`src/rtl/uart_tx_mmio_if.sv`:
```
// uart_tx_mmio_if
//   Core data-bus view of the UART transmitter register window.
//   master : the core side; drives address, strobes, byte enables and write data.
//   slave  : the UART side; returns combinational read data.
//   iAddress     [31:0] byte address
//   iWriteEnable        write strobe
//   iReadEnable         read strobe
//   iByteEnable  [3:0]  byte lanes of the access
//   iWriteData   [31:0] write data
//   oReadData    [31:0] read data, 0 when the window is not selected
interface uart_tx_mmio_if;
  logic [31:0] iAddress;
  logic        iWriteEnable;
  logic        iReadEnable;
  logic [3:0]  iByteEnable;
  logic [31:0] iWriteData;
  logic [31:0] oReadData;

  modport master (
    output iAddress, iWriteEnable, iReadEnable, iByteEnable, iWriteData,
    input  oReadData
  );

  modport slave (
    input  iAddress, iWriteEnable, iReadEnable, iByteEnable, iWriteData,
    output oReadData
  );
endinterface

```
`src/rtl/uart_tx_mmio.sv`:
```
// uart_tx_mmio
//   Memory-mapped 8N1 UART transmitter. Bytes written to DATA are queued in a
//   circular FIFO and shifted out LSB first on oTx, each bit lasting a
//   programmable number of iCLK cycles.
//   iCLK  : single clock
//   iRST  : synchronous active-high reset
//   bus   : core data-bus slave port (address, strobes, byte enables, data)
//   oTx   : registered serial line, idles high
//   oIrq  : registered level interrupt (irq_en & FIFO empty & transmitter idle)
//
//   Register window (16 bytes at BASE_ADDR):
//     0x0 DATA   W: push byte lane 0           R: 0
//     0x4 STATUS R: [0]busy [1]full [2]empty [3]overflow [12:8]count
//     0x8 DIV    RW: [15:0] bit period, writing 0 stores 1
//     0xC CTRL   RW: [0]enable [1]irq_en; W1 pulses [2]fifo_clear [3]ovf_clear
//
//   state  | meaning
//   -------+--------------------------------------------------------------
//   IDLE   | line high, waiting for enable & FIFO not empty
//   START  | driving the start bit (low) for cur_div cycles
//   DATA   | driving data bit bit_idx (0..7) for cur_div cycles each
//   STOP   | driving the stop bit (high); chains straight into START if more data
module uart_tx_mmio #(
  parameter logic [31:0] BASE_ADDR   = 32'hFF20_0100,
  parameter int unsigned FIFO_DEPTH  = 16,
  parameter logic [15:0] DEFAULT_DIV = 16'd434
) (
  input  logic          iCLK,
  input  logic          iRST,
  uart_tx_mmio_if.slave bus,
  output logic          oTx,
  output logic          oIrq
);

  // FIFO_DEPTH must be a power of two (>= 2) so the pointers wrap for free.
  localparam int unsigned      PTR_W   = $clog2(FIFO_DEPTH);
  localparam int unsigned      CNT_W   = PTR_W + 1;
  localparam logic [CNT_W-1:0] DEPTH_C = CNT_W'(FIFO_DEPTH);
  localparam logic [PTR_W-1:0] PTR_ONE = PTR_W'(1);
  localparam logic [CNT_W-1:0] CNT_ONE = CNT_W'(1);

  typedef enum logic [1:0] {
    S_IDLE  = 2'd0,
    S_START = 2'd1,
    S_DATA  = 2'd2,
    S_STOP  = 2'd3
  } state_t;

  // ------------------------------------------------------------------
  // Bus decode
  // ------------------------------------------------------------------
  logic       sel;
  logic [1:0] reg_idx;
  logic       wr_en;
  logic       push_req;
  logic       div_wr;
  logic       ctrl_wr;
  logic       fifo_clr;
  logic       ovf_clr;

  assign sel      = (bus.iAddress[31:4] == BASE_ADDR[31:4]);
  assign reg_idx  = bus.iAddress[3:2];
  assign wr_en    = sel & bus.iWriteEnable;
  assign push_req = wr_en & (reg_idx == 2'd0) & bus.iByteEnable[0];
  assign div_wr   = wr_en & (reg_idx == 2'd2) & (|bus.iByteEnable[1:0]);
  assign ctrl_wr  = wr_en & (reg_idx == 2'd3) & bus.iByteEnable[0];
  assign fifo_clr = ctrl_wr & bus.iWriteData[2];
  assign ovf_clr  = ctrl_wr & bus.iWriteData[3];

  // Address bits [1:0], upper byte lanes and upper data bits are never decoded.
  logic unused_bus_bits;
  assign unused_bus_bits = ^{bus.iAddress[1:0], bus.iByteEnable[3:2],
                             bus.iWriteData[31:16]};

  // ------------------------------------------------------------------
  // Configuration registers
  // ------------------------------------------------------------------
  logic [15:0] div_q, div_d;
  logic        enable_q, enable_d;
  logic        irq_en_q, irq_en_d;

  always_comb begin
    div_d    = div_q;
    enable_d = enable_q;
    irq_en_d = irq_en_q;
    if (div_wr) begin
      if (bus.iByteEnable[0]) div_d[7:0]  = bus.iWriteData[7:0];
      if (bus.iByteEnable[1]) div_d[15:8] = bus.iWriteData[15:8];
      // A zero-length bit would never reach terminal count.
      if (div_d == 16'd0) div_d = 16'd1;
    end
    if (ctrl_wr) begin
      enable_d = bus.iWriteData[0];
      irq_en_d = bus.iWriteData[1];
    end
  end

  always_ff @(posedge iCLK) begin
    if (iRST) begin
      div_q    <= DEFAULT_DIV;
      enable_q <= 1'b1;
      irq_en_q <= 1'b0;
    end else begin
      div_q    <= div_d;
      enable_q <= enable_d;
      irq_en_q <= irq_en_d;
    end
  end

  // ------------------------------------------------------------------
  // TX FIFO
  // ------------------------------------------------------------------
  logic [7:0]       mem_q [FIFO_DEPTH];
  logic [PTR_W-1:0] wr_ptr_q, wr_ptr_d;
  logic [PTR_W-1:0] rd_ptr_q, rd_ptr_d;
  logic [CNT_W-1:0] count_q, count_d;
  logic             ovf_q, ovf_d;
  logic             fifo_empty;
  logic             fifo_full;
  logic             push_ok;
  logic             pop;
  logic [7:0]       pop_data;

  assign fifo_empty = (count_q == '0);
  assign fifo_full  = (count_q == DEPTH_C);
  // A pop in the same cycle frees the slot the push needs.
  assign push_ok    = push_req & (~fifo_full | pop);
  assign pop_data   = mem_q[rd_ptr_q];

  always_comb begin
    wr_ptr_d = wr_ptr_q;
    rd_ptr_d = rd_ptr_q;
    count_d  = count_q;
    ovf_d    = ovf_q;
    if (fifo_clr) begin
      // Clear beats a simultaneous push; overflow is left alone.
      wr_ptr_d = '0;
      rd_ptr_d = '0;
      count_d  = '0;
    end else begin
      if (push_ok) begin
        wr_ptr_d = wr_ptr_q + PTR_ONE;
        count_d  = count_d + CNT_ONE;
      end
      if (pop) begin
        rd_ptr_d = rd_ptr_q + PTR_ONE;
        count_d  = count_d - CNT_ONE;
      end
      if (push_req & ~push_ok) ovf_d = 1'b1;
    end
    if (ovf_clr) ovf_d = 1'b0;
  end

  always_ff @(posedge iCLK) begin
    if (iRST) begin
      wr_ptr_q <= '0;
      rd_ptr_q <= '0;
      count_q  <= '0;
      ovf_q    <= 1'b0;
    end else begin
      wr_ptr_q <= wr_ptr_d;
      rd_ptr_q <= rd_ptr_d;
      count_q  <= count_d;
      ovf_q    <= ovf_d;
    end
  end

  always_ff @(posedge iCLK) begin
    if (push_ok & ~fifo_clr) mem_q[wr_ptr_q] <= bus.iWriteData[7:0];
  end

  // ------------------------------------------------------------------
  // TX FSM
  // ------------------------------------------------------------------
  state_t      state_q, state_d;
  logic [15:0] baud_q, baud_d;
  logic [15:0] cur_div_q, cur_div_d;
  logic [2:0]  bit_idx_q, bit_idx_d;
  logic [7:0]  shift_q, shift_d;
  logic        tx_q, tx_d;
  logic        irq_q, irq_d;
  logic        bit_end;
  logic        start_ok;

  assign bit_end  = (baud_q == cur_div_q - 16'd1);
  // Decided from registered count only, so a byte pushed this cycle waits one edge.
  assign start_ok = enable_q & ~fifo_empty;

  always_ff @(posedge iCLK) begin
    if (iRST) state_q <= S_IDLE;
    else      state_q <= state_d;
  end

  always_comb begin
    state_d = state_q;
    unique case (state_q)
      S_IDLE:  if (start_ok) state_d = S_START;
      S_START: if (bit_end) state_d = S_DATA;
      S_DATA:  if (bit_end && bit_idx_q == 3'd7) state_d = S_STOP;
      S_STOP:  if (bit_end) state_d = start_ok ? S_START : S_IDLE;
      default: state_d = S_IDLE;
    endcase
  end

  always_comb begin
    pop       = 1'b0;
    tx_d      = tx_q;
    baud_d    = baud_q;
    bit_idx_d = bit_idx_q;
    shift_d   = shift_q;
    cur_div_d = cur_div_q;
    unique case (state_q)
      S_IDLE: begin
        tx_d      = 1'b1;
        baud_d    = 16'd0;
        bit_idx_d = 3'd0;
        if (start_ok) begin
          pop       = 1'b1;
          shift_d   = pop_data;
          cur_div_d = div_q;
          tx_d      = 1'b0;
        end
      end
      S_START: begin
        if (bit_end) begin
          baud_d    = 16'd0;
          tx_d      = shift_q[0];
          bit_idx_d = 3'd0;
        end else begin
          baud_d = baud_q + 16'd1;
        end
      end
      S_DATA: begin
        if (bit_end) begin
          baud_d  = 16'd0;
          shift_d = {1'b0, shift_q[7:1]};
          if (bit_idx_q == 3'd7) begin
            tx_d = 1'b1;
          end else begin
            tx_d      = shift_q[1];
            bit_idx_d = bit_idx_q + 3'd1;
          end
        end else begin
          baud_d = baud_q + 16'd1;
        end
      end
      S_STOP: begin
        if (bit_end) begin
          baud_d = 16'd0;
          tx_d   = 1'b1;
          if (start_ok) begin
            pop       = 1'b1;
            shift_d   = pop_data;
            cur_div_d = div_q;
            tx_d      = 1'b0;
          end
        end else begin
          baud_d = baud_q + 16'd1;
        end
      end
      default: ;
    endcase
    irq_d = irq_en_d & (count_d == '0) & (state_d == S_IDLE);
  end

  always_ff @(posedge iCLK) begin
    if (iRST) begin
      baud_q    <= 16'd0;
      bit_idx_q <= 3'd0;
      shift_q   <= 8'd0;
      cur_div_q <= DEFAULT_DIV;
      tx_q      <= 1'b1;
      irq_q     <= 1'b0;
    end else begin
      baud_q    <= baud_d;
      bit_idx_q <= bit_idx_d;
      shift_q   <= shift_d;
      cur_div_q <= cur_div_d;
      tx_q      <= tx_d;
      irq_q     <= irq_d;
    end
  end

  assign oTx  = tx_q;
  assign oIrq = irq_q;

  // ------------------------------------------------------------------
  // Read mux (combinational, no side effects)
  // ------------------------------------------------------------------
  logic [31:0] status;
  logic [31:0] rd_mux;

  always_comb begin
    status       = 32'd0;
    status[0]    = (state_q != S_IDLE);
    status[1]    = fifo_full;
    status[2]    = fifo_empty;
    status[3]    = ovf_q;
    status[12:8] = 5'(count_q);
    rd_mux       = 32'd0;
    unique case (reg_idx)
      2'd1:    rd_mux = status;
      2'd2:    rd_mux = {16'd0, div_q};
      2'd3:    rd_mux = {30'd0, irq_en_q, enable_q};
      default: rd_mux = 32'd0;
    endcase
  end

  assign bus.oReadData = (sel & bus.iReadEnable) ? rd_mux : 32'd0;

endmodule

```
`src/flat_wrapper.sv`:
```
// flat-port wrapper written by rule: the top's interface ports become plain ports
module uart_tx_mmio_flat 
#(
  parameter logic [31:0] BASE_ADDR   = 32'hFF20_0100,
  parameter int unsigned FIFO_DEPTH  = 16,
  parameter logic [15:0] DEFAULT_DIV = 16'd434
)
  (iCLK, iRST, oTx, oIrq, bus_iAddress, bus_iWriteEnable, bus_iReadEnable, bus_iByteEnable, bus_iWriteData, bus_oReadData);
  uart_tx_mmio_if bus_i ();
  input  logic iCLK;
  input  logic iRST;
  output logic oTx;
  output logic oIrq;
  input wire logic [$bits(bus_i.iAddress)-1:0] bus_iAddress;
  input wire logic [$bits(bus_i.iWriteEnable)-1:0] bus_iWriteEnable;
  input wire logic [$bits(bus_i.iReadEnable)-1:0] bus_iReadEnable;
  input wire logic [$bits(bus_i.iByteEnable)-1:0] bus_iByteEnable;
  input wire logic [$bits(bus_i.iWriteData)-1:0] bus_iWriteData;
  output wire logic [$bits(bus_i.oReadData)-1:0] bus_oReadData;
  assign bus_i.iAddress = bus_iAddress;
  assign bus_i.iWriteEnable = bus_iWriteEnable;
  assign bus_i.iReadEnable = bus_iReadEnable;
  assign bus_i.iByteEnable = bus_iByteEnable;
  assign bus_i.iWriteData = bus_iWriteData;
  assign bus_oReadData = bus_i.oReadData;
  uart_tx_mmio #(.BASE_ADDR(BASE_ADDR), .FIFO_DEPTH(FIFO_DEPTH), .DEFAULT_DIV(DEFAULT_DIV)) u_core (.iCLK(iCLK), .iRST(iRST), .bus(bus_i), .oTx(oTx), .oIrq(oIrq));
endmodule
```
`config.mk`:
```
export PLATFORM = sky130hd
export DESIGN_NAME = uart_tx_mmio_flat
export DESIGN_NICKNAME = d
export VERILOG_FILES = /design/src/rtl/uart_tx_mmio_if.sv /design/src/rtl/uart_tx_mmio.sv /design/src/flat_wrapper.sv
export SDC_FILE = /design/constraint.sdc
export NUM_CORES = 1
export LEC_CHECK = 0
export ABC_AREA = 1
export BUFFER_PORTS_ARGS = -buffer_cell sky130_fd_sc_hd__clkbuf_2
export CORE_ASPECT_RATIO = 1.4
export CORE_UTILIZATION = 30
export CTS_CLUSTER_DIAMETER = 200
export DETAILED_ROUTE_END_ITERATION = 6
export PLACE_DENSITY = 0.55
export RECOVER_POWER = 50
export SYNTH_ARGS = -nofsm -noshare
export SYNTH_HDL_FRONTEND = slang
export SYNTH_SLANG_ARGS = --single-unit
```
`constraint.sdc`:
```
create_clock -name iCLK -period 2.7 [get_ports iCLK]
set_input_delay 0.405 -clock iCLK [delete_from_list [all_inputs] [get_ports iCLK]]
set_output_delay 0.405 -clock iCLK [all_outputs]
set_load 0.05 [all_outputs]
```
==> flow_metrics.tcl, run 1 <==
set metrics [dict create \
    slowest_delay_ns 0.35 \
    slowest_stage "dfxtp_2" \
    fin_skew_ns 0.0205 \
    fin_nets 1391 \
    hp-start "bus_iWriteData[9]" \
    grt_pass1_vias 8223 \
    clock-sinks 211 \
    clk_latency_ns 0.53 \
    yosysWarnings 0 \
    via_per_inst 4.78 \
    synth_top_area_frac 0.381 \
    grt_pass1_wl_mm 43.8 \
    tns_ns -1.85 \
    ios 106 \
    cp_max_fo 6 \
    hold_slack_ns 0.244 \
    start_util 0.304 \
    io_buffers 69 \
    numCtsBuffers 24 \
    num_rows 79 \
    cts-htree-levels 1 \
    n_antenna_cell 0 \
    globalplace.congestion 0.867 \
    synth-seq-cells 211 \
    final_util 0.383 \
    drive_gt1_frac 0.227 \
    grt_usage 0.165 \
    pre_cts_ws_ns -0.365 \
    ys_dominant_reg_cell "edfxtp_1" \
    rsz0062_at_grt "yes" \
    path_common_cell "nand2_2" \
    hpwl_mm 19.6 \
    dieHeight_um 219 \
    area_growth_syn_to_layout_pct 25.9 \
    p_leak_nw 4.93 \
    die_area_um2 34400 \
    cap_viol_max_count 0 \
    drtIter0Drc 501 \
    crit_required_ns 3.12 \
    yosys-top-cells-area "edfxtp_1 38%, dfxtp_1 16%, nand2_1 7.2%" \
    place_area_um2 11600 \
    finalHoldViolations 0 \
    firstDrtPassIters 4 \
    wirelength_mm 27.4 \
    period_share 1.04 \
    die_w_um 157 \
    synth-async-reset-ratio 0 \
    ys_types 46 \
    violations "negative setup slack" \
    grt_max_degree 48 \
    cts-root-buf "clkbuf_16" \
    antenna_found_initial 0 \
    core_area_um2 33200 \
    yosysSeqAreaShare 0.545 \
    routed-wl-met3_mm 1.29 \
    max_freq_mhz 356 \
    crit_start "u_core.cur_div_q[2]" \
    syn-cell-area_um2 10100 \
    criticalPathCategory "reg -> reg" \
    clock_path_buffers 3 \
    wl_per_cell_um 15.5 \
    power_density_nw_per_um2 805 \
    final-setup-viol-count 74 \
    cts_tree "yes" \
    start_kind "flip-flop" \
    cts.clk_slew.worst_paths_ns 0.06 \
    ir_drop_uv 504 \
    crit_chain "nor2_2, nand2_8, nor2_4, nand3b_1, nand2_2, nand3_2, nor3_4, buf_6, nand3_2, nand2_2, nand2_4, nand2_4, nand2_4, nand2_2, nand2_2, inv_2, ha_4, inv_2, nor2_4, nand3_4, inv_2, nand3_2, a21boi_2, nor2_2" \
    wl_met2_mm 14.1 \
    worst_slew_pin_slew_ns 1.06 \
    slew_headroom 0.295 \
    worstReg2RegStart "u_core.cur_div_q[2]" \
    status "finished, violations left" \
    antenna_left 0 \
    synth_cells 1138 \
    wirelength_met1_mm 11.3 \
    vias 8438 \
    grt_overflow 0 \
    hold_class "in -> reg" \
    fill_cells 3385 \
    postSynthAreaPerCell_um2 8.87 \
    route.detailed.drc 0 \
    post-route-min-period_ns 2.81 \
    worst_setup_path_end_kind "flip-flop" \
    synth_area_leader_cell "edfxtp_1" \
    top_layer "met4" \
    stdcell_area_um2 12700 \
    finalWorstSetupSlack_ns -0.110 \
    finalMaxSlewViolations 0 \
    synth_edf_count 128 \
    cp.arrival_ns 3.23 \
]
-- report_power, final --
group	internal, W	total [W]	switching [W]
logic	0.00129	0.00332	0.00203
clock network	0.00179	0.00307	0.00128
registers	0.00362	0.00384	0.000225
-- cells in the mapped netlist, types with 2 or more instances --
library cell / count
buf_4: 16
nor3_1: 24
nor3b_1: 4
nor2_2: 11
xor2_1: 13
a31oi_1: 2
nand2_2: 9
mux2i_1: 3
clkbuf_1: 40
a211oi_1: 5
o211ai_1: 14
o221ai_1: 24
nand2_1: 194
a21oi_1: 70
o21ai_1: 2
edfxtp_1: 128
nand3_1: 50
a41oi_1: 2
xnor2_1: 4
nand3_2: 2
nand2_4: 4
or2_2: 4
o22ai_1: 10
dfxtp_1: 83
o21a_1: 2
inv_1: 94
nor2_1: 154
nand3b_1: 5
ha_1: 16
or4_1: 2
inv_2: 8
clkinv_1: 2
o21ai_0: 106
nand4_1: 10
nor4_1: 10
-- flip-flops by register name, indices dropped and copies added (netlist names), named ones only --
register and flops:
u_core.mem_q 128, u_core.oIrq 1, u_core.rd_ptr_q 4, u_core.state_q 2, u_core.bit_idx_q 3, u_core.irq_en_q 1, u_core.baud_q 16, u_core.wr_ptr_q 4
u_core.shift_q 8, u_core.ovf_q 1, u_core.div_q 16, u_core.enable_q 1, u_core.oTx 1, u_core.count_q 5, u_core.cur_div_q 16
-- cells in the final DEF (no fill, tap or decap), drive strengths merged, types with 9 or more instances in the layout --
cell / count
nand3: 52
o21ai: 109
clkbuf: 106
o221ai: 24
inv: 101
nor4: 10
o22ai: 10
buf: 107
dfxtp: 83
a21oi: 70
o211ai: 14
conb: 16
nor2: 166
edfxtp: 128
nand2: 207
nor3: 25
ha: 16
xor2: 13
nand4: 10
clkinv: 9
-- metrics by stage --
stage	power [W]	cells
2_1_floorplan	0.00582	1153
3_3_place_gp	0.00685	1708
3_5_place_dp	0.00688	1708
4_1_cts	0.0102	1760
5_1_grt	0.0109	1766
6_report	0.0102	1766
-- timing repair --
| item | 4_1_cts | 5_1_grt |
|---|---|---|
| buffers inserted | 8 | 7 |
| gates cloned | 0 | 0 |
| resized for setup | 58 | 42 |
| setup endpoints to repair | 137 | 184 |
| pin swaps | 26 | 28 |
| hold buffers | 0 | 0 |
| hold endpoints to repair | 0 | 0 |
-- layer usage --
layer,vias to the layer above,track usage
li1,4234,-
met5,-,0
met3,41,0.0223
met4,0,0.0531
met2,195,0.302
met1,3968,0.195
-- cells by family after synthesis --
logic type	count (synthesis)	share of synthesized area
AO/OA/AOI/OAI	244	0.140
other	1	0.000371
AND/OR/NAND/NOR	486	0.212
buffers and inverters	160	0.0654
XOR/XNOR	17	0.0147
multiplexers	3	0.00297
adder cells (fa/ha/maj)	16	0.0198
flip-flops	211	0.545
-- critical path: cells and delay by family (launching register included) --
kind	cells	cell delay, ns
AND/OR/NAND/NOR	18	1.77
buffers and inverters	4	0.30
AO/OA/AOI/OAI	1	0.14
flip-flops	1	0.35
adder cells (fa/ha/maj)	1	0.13
-- layout make-up --
type                            instances  area (um2)  area share
Timing Repair Buffer                  180        1250      0.0984
Inverter                              104         399      0.0314
Sequential cell                       211        5520       0.434
Clock buffer                           33         654      0.0515
Multi-Input combinational cell        782        4240       0.334
Tap cell                              445         557      0.0438
Clock inverter                         11        91.3     0.00719
-- final timing paths --
check / slack, ns / endpoint / cells past startpoint
worst max register to register: -0.11 / u_core.oIrq / 24
worst min-delay path: 0.24 / u_core.div_q[9] / 5
worst max-delay path: -0.11 / u_core.oIrq / 24
worst min register to register: 0.48 / u_core.oTx / 2
No activity file was read; power rests on OpenSTA's default activity.
==> inputs of run 2 (changes only) <==
ABC_AREA = unset   (was 1)
==> run 2 against run 1 <==
- utilization increased by 2.6 points
- final area up 4.0%
- total power is 6.2% higher
- global-route usage is 0.86 points lower
- combinational power is 26% higher
- wire length fell by 5.4%
- first-iteration DRC count fell by 21%
- critical endpoint unchanged
- via count down 15%
- final cell count down 15%
- largest cell class unchanged
- the run still ends with negative setup slack left
- critical path depth shrank 8
- fmax decreased by 11%
==> flow_metrics.tcl, run 2 <==
set metrics [dict create \
    r2r_end "u_core.oIrq" \
    synth_area_leader_cell "edfxtp_1" \
    drive_gt1_frac 0.384 \
    hp-start "bus_iWriteData[8]" \
    synth_top_area_frac 0.392 \
    slew_headroom 0.395 \
    status "finished, violations left" \
    max_freq_mhz 317 \
    wl_per_cell_um 17.4 \
    hold_class "in -> reg" \
    cp_max_fo 5 \
    n_antenna_cell 0 \
    drtIter0Drc 394 \
    hpwl_mm 18.7 \
    finalWorstSetupSlack_ns -0.458 \
    vias 7182 \
    synth_edf_count 128 \
    cts-root-buf "clkbuf_16" \
    criticalPathCategory "reg -> reg" \
    via_per_inst 4.81 \
    slowest_stage "mux2_4" \
    worst_setup_path_end_kind "flip-flop" \
    core_area_um2 32300 \
    cts_tree "yes" \
    power_density_nw_per_um2 822 \
    grt_pass1_wl_mm 40.1 \
    synth_cells 800 \
    ios 106 \
    ir_drop_uv 465 \
    pre_cts_ws_ns -0.799 \
    p_leak_nw 4.80 \
    grt_max_degree 33 \
    yosys-top-cells-area "edfxtp_1 39%, dfxtp_1 17%, mux4_2 9.2%" \
    start_kind "flip-flop" \
    period_share 1.17 \
    cts.clk_slew.worst_paths_ns 0.06 \
    die_area_um2 33500 \
    grt_usage 0.156 \
    syn-cell-area_um2 9820 \
    layout_common_cells "143 x buf_4, 128 x edfxtp_1, 87 x nor2_1" \
    clk_latency_ns 0.52 \
    stdcell_count 1494 \
    antenna_found_initial 0 \
    yosysWarnings 0 \
    antenna_left 0 \
    postSynthAreaPerCell_um2 12.3 \
    route.detailed.drc 0 \
    crit_chain "inv_2, ha_4, nor3b_4, buf_6, nand4b_1, mux2_4, o21ai_2, nand4bb_4, a31o_4, mux2i_4, ha_4, a21bo_4, o21ai_2, o221ai_1, a22oi_1, and4_1" \
    fill_cells 3044 \
    hold_slack_ns 0.171 \
    clock-sinks 211 \
    die_w_um 155 \
    path_depth 16 \
    finalHoldViolations 0 \
    dieHeight_um 216 \
    yosysSeqAreaShare 0.561 \
    area_growth_syn_to_layout_pct 34.7 \
    mostFrequentLayoutCell "buf_4" \
    fin_nets 1126 \
    holdPathEnd "u_core.div_q[8]" \
    cts-htree-levels 1 \
    place_inst 1431 \
    reg2reg_slack_ns -0.46 \
    grt_pass1_vias 7323 \
    post-route-min-period_ns 3.16 \
    synth-async-reset-ratio 0 \
    cp.arrival_ns 3.62 \
    cap_viol_max_count 0 \
    yosysMostFrequentCell "edfxtp_1" \
    final-setup-viol-count 179 \
    clock_path_buffers 3 \
    firstDrtPassIters 4 \
    wirelength_mm 26.0 \
    num_rows 78 \
    synth_common_cells "128 x edfxtp_1, 108 x nor2_1, 83 x dfxtp_1" \
    worst_slew_pin_slew_ns 0.907 \
    numCtsBuffers 22 \
    worstReg2RegStart "u_core.cur_div_q[1]" \
    largest_reg_flops 128 \
    start_util 0.304 \
    rsz0062_at_grt "yes" \
    synth-seq-cells 211 \
    slowest_delay_ns 0.34 \
    final_util 0.409 \
    finalMaxSlewViolations 0 \
    globalplace.congestion 0.863 \
    fin_skew_ns 0.0242 \
    r2r_cells 16 \
    io_buffers 69 \
    ys_types 69 \
    crit_required_ns 3.17 \
    regMostFlops "u_core.mem_q" \
    critPathBufInv 2 \
    path_delay_family "compound AO/OA/AOI/OAI gates" \
    grt_overflow 0 \
    ys_dominant_reg_cell "edfxtp_1" \
    violations "negative setup slack" \
    hold_path_depth 2 \
]
[run 2: layout make-up]
cell class | count | area [um2] | share of cell area
flip-flops and latches | 211 | 5510 | 0.417
repair buffers | 249 | 1870 | 0.141
well taps | 440 | 551 | 0.0416
clock buffers | 31 | 609 | 0.0461
clock inverters | 9 | 108 | 0.00814
multi-input cells | 536 | 4510 | 0.341
inverters | 18 | 67.6 | 0.00511
[run 2: worst max path at each step]
stage / from / end / slack [ns]
5_1_grt: u_core.cur_div_q[1] / u_core.count_q[4] / -0.55
6_report: u_core.cur_div_q[1] / u_core.oIrq / -0.46
3_5_place_dp: bus_iAddress[31] / u_core.oIrq / -0.80
2_1_floorplan: bus_iAddress[31] / u_core.count_q[4] / -0.36
3_3_place_gp: bus_iAddress[31] / u_core.oIrq / -0.69
4_1_cts: u_core.cur_div_q[1] / u_core.oIrq / -0.42
[run 2: worst reg2reg max path, cell delays in order (launching register included)]
cell and delay [ns]:
dfxtp_2 0.33, inv_2 0.08, ha_4 0.15, nor3b_4 0.21
buf_6 0.14, nand4b_1 0.14, mux2_4 0.34, o21ai_2 0.08
nand4bb_4 0.21, a31o_4 0.23, mux2i_4 0.29, ha_4 0.16
a21bo_4 0.25, o21ai_2 0.06, o221ai_1 0.14, a22oi_1 0.15
and4_1 0.18
[run 2: per-stage QoR]
stage / instance area [um2] / power, W / TNS, ns
finish: 13200 / 0.0109 / -34.38
global route: 13200 / 0.0114 / -55.71
detailed placement: 11900 / 0.00719 / -40.72
floorplan: 9950 / 0.00586 / -1.41
CTS: 13000 / 0.0105 / -8.35
global placement: 11900 / 0.00717 / -35.51
[run 2: layer usage]
metal | vias to the layer above | wire length, um | global-route usage
met1 | 3576 | 10200 | 0.175
met4 | 0 | 527 | 0.0376
met5 | - | 0 | 0
met3 | 34 | 670 | 0.0175
met2 | 127 | 14600 | 0.307
li1 | 3445 | - | -
[run 2: what timing repair did]
action	4_1_cts	5_1_grt
resized for setup	58	67
gates cloned	1	0
pin swaps	30	19
hold buffers	0	0
buffers inserted	15	8
endpoints found under the setup margin	159	208
[run 2: power breakdown]
| group | leakage (nW) | switching, W | internal (W) |
|---|---|---|---|
| clock | 0.356 | 0.00123 | 0.00178 |
| combinational | 2.62 | 0.00210 | 0.00208 |
| sequential | 1.82 | 0.000101 | 0.00357 |
| total | 4.80 | 0.00344 | 0.00743 |
[run 2: cell families after synthesis]
| kind of cell | after synthesis | share of synthesized area |
|---|---|---|
| adders and majority gates | 16 | 0.0204 |
| and+or+nand+nor | 289 | 0.153 |
| buffers and inverters | 68 | 0.0336 |
| other | 1 | 0.000382 |
| AOI/OAI and AO/OA | 98 | 0.0672 |
| DFF | 211 | 0.561 |
| muxes | 73 | 0.126 |
| xor gates and xnor gates | 44 | 0.0393 |
==> inputs of run 3 (changes only) <==
SETUP_SLACK_MARGIN = 0.02   (was unset)
SLEW_MARGIN = 15   (was unset)
==> run 3 against run 2 <==
- the run still ends with negative setup slack left
- non-clock buffer count fell by 11
- fmax increased by 0.34%
- total power up 3.7%
- wire length rose by 1.5%
- setup slack better by 0.011 ns
- first-iteration DRC count decreased by 18%
- critical path type unchanged
- largest power group unchanged
==> flow_metrics.tcl, run 3 (same netlist as run 2, synthesis figures left out) <==
set metrics [dict create \
    grt_pass1_wl_mm 41.5 \
    p_int_w 0.00775 \
    fin_skew_ns 0.0182 \
    core_area_um2 32300 \
    period_share 1.17 \
    cts-root-buf "clkbuf_16" \
    numCtsBuffers 23 \
    finalMaxSlewViolations 0 \
    hold_slack_ns 0.154 \
    final-setup-viol-count 143 \
    fin_nets 1116 \
    io_buffers 69 \
    ir_drop_uv 559 \
    multi_input_area_um2 4570 \
    stdcell_count 1485 \
    fill_cells 3004 \
    drtIter0Drc 323 \
    hold_class "in -> reg" \
    worst_setup_path_end_kind "flip-flop" \
    antenna_found_initial 0 \
    seq_area_um2 5530 \
    p_sw_frac 0.312 \
    pwr-share-seq 0.327 \
    status "finished, violations left" \
    grt_overflow 0 \
    antenna_left 0 \
    layout_common_cells "128 x edfxtp_1, 127 x buf_4, 90 x nor2_1" \
    pwr-share-comb 0.367 \
    clock-sinks 211 \
    area_growth_syn_to_layout_pct 37.2 \
    max_freq_mhz 318 \
    worst_slew_pin_slew_ns 1.03 \
    route.detailed.drc 0 \
    finalHoldViolations 0 \
    crit_required_ns 3.17 \
    grt_pass1_vias 7450 \
    rsz0062_at_grt "yes" \
    clkPwrFrac 0.306 \
    slew_headroom 0.314 \
    via_per_inst 4.81 \
    mostFrequentLayoutCell "edfxtp_1" \
    clk_latency_ns 0.53 \
    switching_power_w 0.00351 \
    start_kind "flip-flop" \
    violations "negative setup slack" \
    cap_viol_max_count 0 \
    cp_max_fo 6 \
    power_density_nw_per_um2 836 \
    dieHeight_um 216 \
    globalplace.congestion 0.851 \
    cts-htree-levels 1 \
    place_inst 1431 \
    p_leak_nw 4.84 \
    cp.arrival_ns 3.62 \
    n_antenna_cell 0 \
    vias 7150 \
    grt_max_degree 33 \
    clock_path_buffers 3 \
    wl_per_cell_um 17.7 \
    die_w_um 155 \
    grt_usage 0.162 \
    cts.clk_slew.worst_paths_ns 0.06 \
    wirelength_mm 26.4 \
    start_util 0.304 \
    ios 106 \
    drive_gt1_frac 0.384 \
    finalPower_w 0.0113 \
    die_area_um2 33500 \
    num_rows 78 \
    largest_reg_flops 128 \
    cts_tree "yes" \
    hpwl_mm 18.8 \
    firstDrtPassIters 4 \
    finalWorstSetupSlack_ns -0.447 \
    criticalPathCategory "reg -> reg" \
    post-route-min-period_ns 3.15 \
    regMostFlops "u_core.mem_q" \
]
[run 3: cell types whose count changed in the layout (fill, tap and decap cells not counted), sizes merged]
cell and delta:
clkbuf -9, inv +1, buf -8, clkinvlp +3, bufinv +4
[run 3: final timing paths]
check	start	end	slack, ns	cells after the start
worst max-delay path	u_core.cur_div_q[1]	u_core.oIrq	-0.45	15
worst min-delay path	bus_iWriteData[14]	u_core.div_q[14]	0.15	3
worst max register to register	u_core.cur_div_q[1]	u_core.oIrq	-0.45	15
worst min register to register	u_core.shift_q[7]	u_core.shift_q[7]	0.48	2
[run 3: per-layer routing]
metal  vias up  GRT usage  part of all wire
met3        42     0.0199             0.031
li1       3422          -                 -
met2       149      0.311              0.54
met1      3537      0.180              0.39
met5         -          0                 0
met4         0     0.0591             0.034
[run 3: repair_timing]
item / CTS / global route
resized for setup: 87 / 62
gates cloned: 0 / 1
pin swaps: 22 / 30
setup endpoints to repair: 167 / 191
hold buffers: 0 / 0
setup buffers: 8 / 5
hold endpoints to repair: 0 / 0
[run 3: area by class of cell]
cell class	instances	share of cell area
multi-input cells	536	0.339
clock inverters	17	0.0187
clock buffers	25	0.0433
flip-flops and latches	211	0.410
inverters	18	0.00502
well taps	440	0.0409
repair buffers	238	0.142
[run 3: power by group through the flow]
| stage | Sequential, W | Clock (W) | Combinational, W |
|---|---|---|---|
| global route | 0.00370 | 0.00366 | 0.00446 |
| CTS | 0.00367 | 0.00354 | 0.00367 |
| floorplan | 0.00376 | 0 | 0.00210 |
| global placement | 0.00373 | 0 | 0.00342 |
| detailed placement | 0.00373 | 0 | 0.00345 |
| finish | 0.00368 | 0.00345 | 0.00413 |
[run 3: metrics by stage]
stage          setup TNS (ns)   util  worst slack (ns)  cell area, um2
6_report               -21.74  0.417            -0.447           13500
3_3_place_gp           -34.90  0.371            -0.697           12000
4_1_cts                 -3.60  0.410            -0.399           13200
3_5_place_dp           -37.73  0.371            -0.803           12000
2_1_floorplan           -1.18      -            -0.362            9970
5_1_grt                -35.70  0.417            -0.571           13500
[run 3: critical path, stage by stage (launching register included)]
cell and delay (ns):
dfxtp_2 0.33, buf_4 0.12, nor4_4 0.04, buf_4 0.15
a211oi_1 0.32, o2bb2ai_2 0.15, and4bb_2 0.31, nand4bb_4 0.16
a31o_4 0.30, mux2i_2 0.21, ha_2 0.22, a21bo_4 0.25
o21ai_2 0.05, o221ai_1 0.13, a22oi_1 0.16, and4_1 0.19
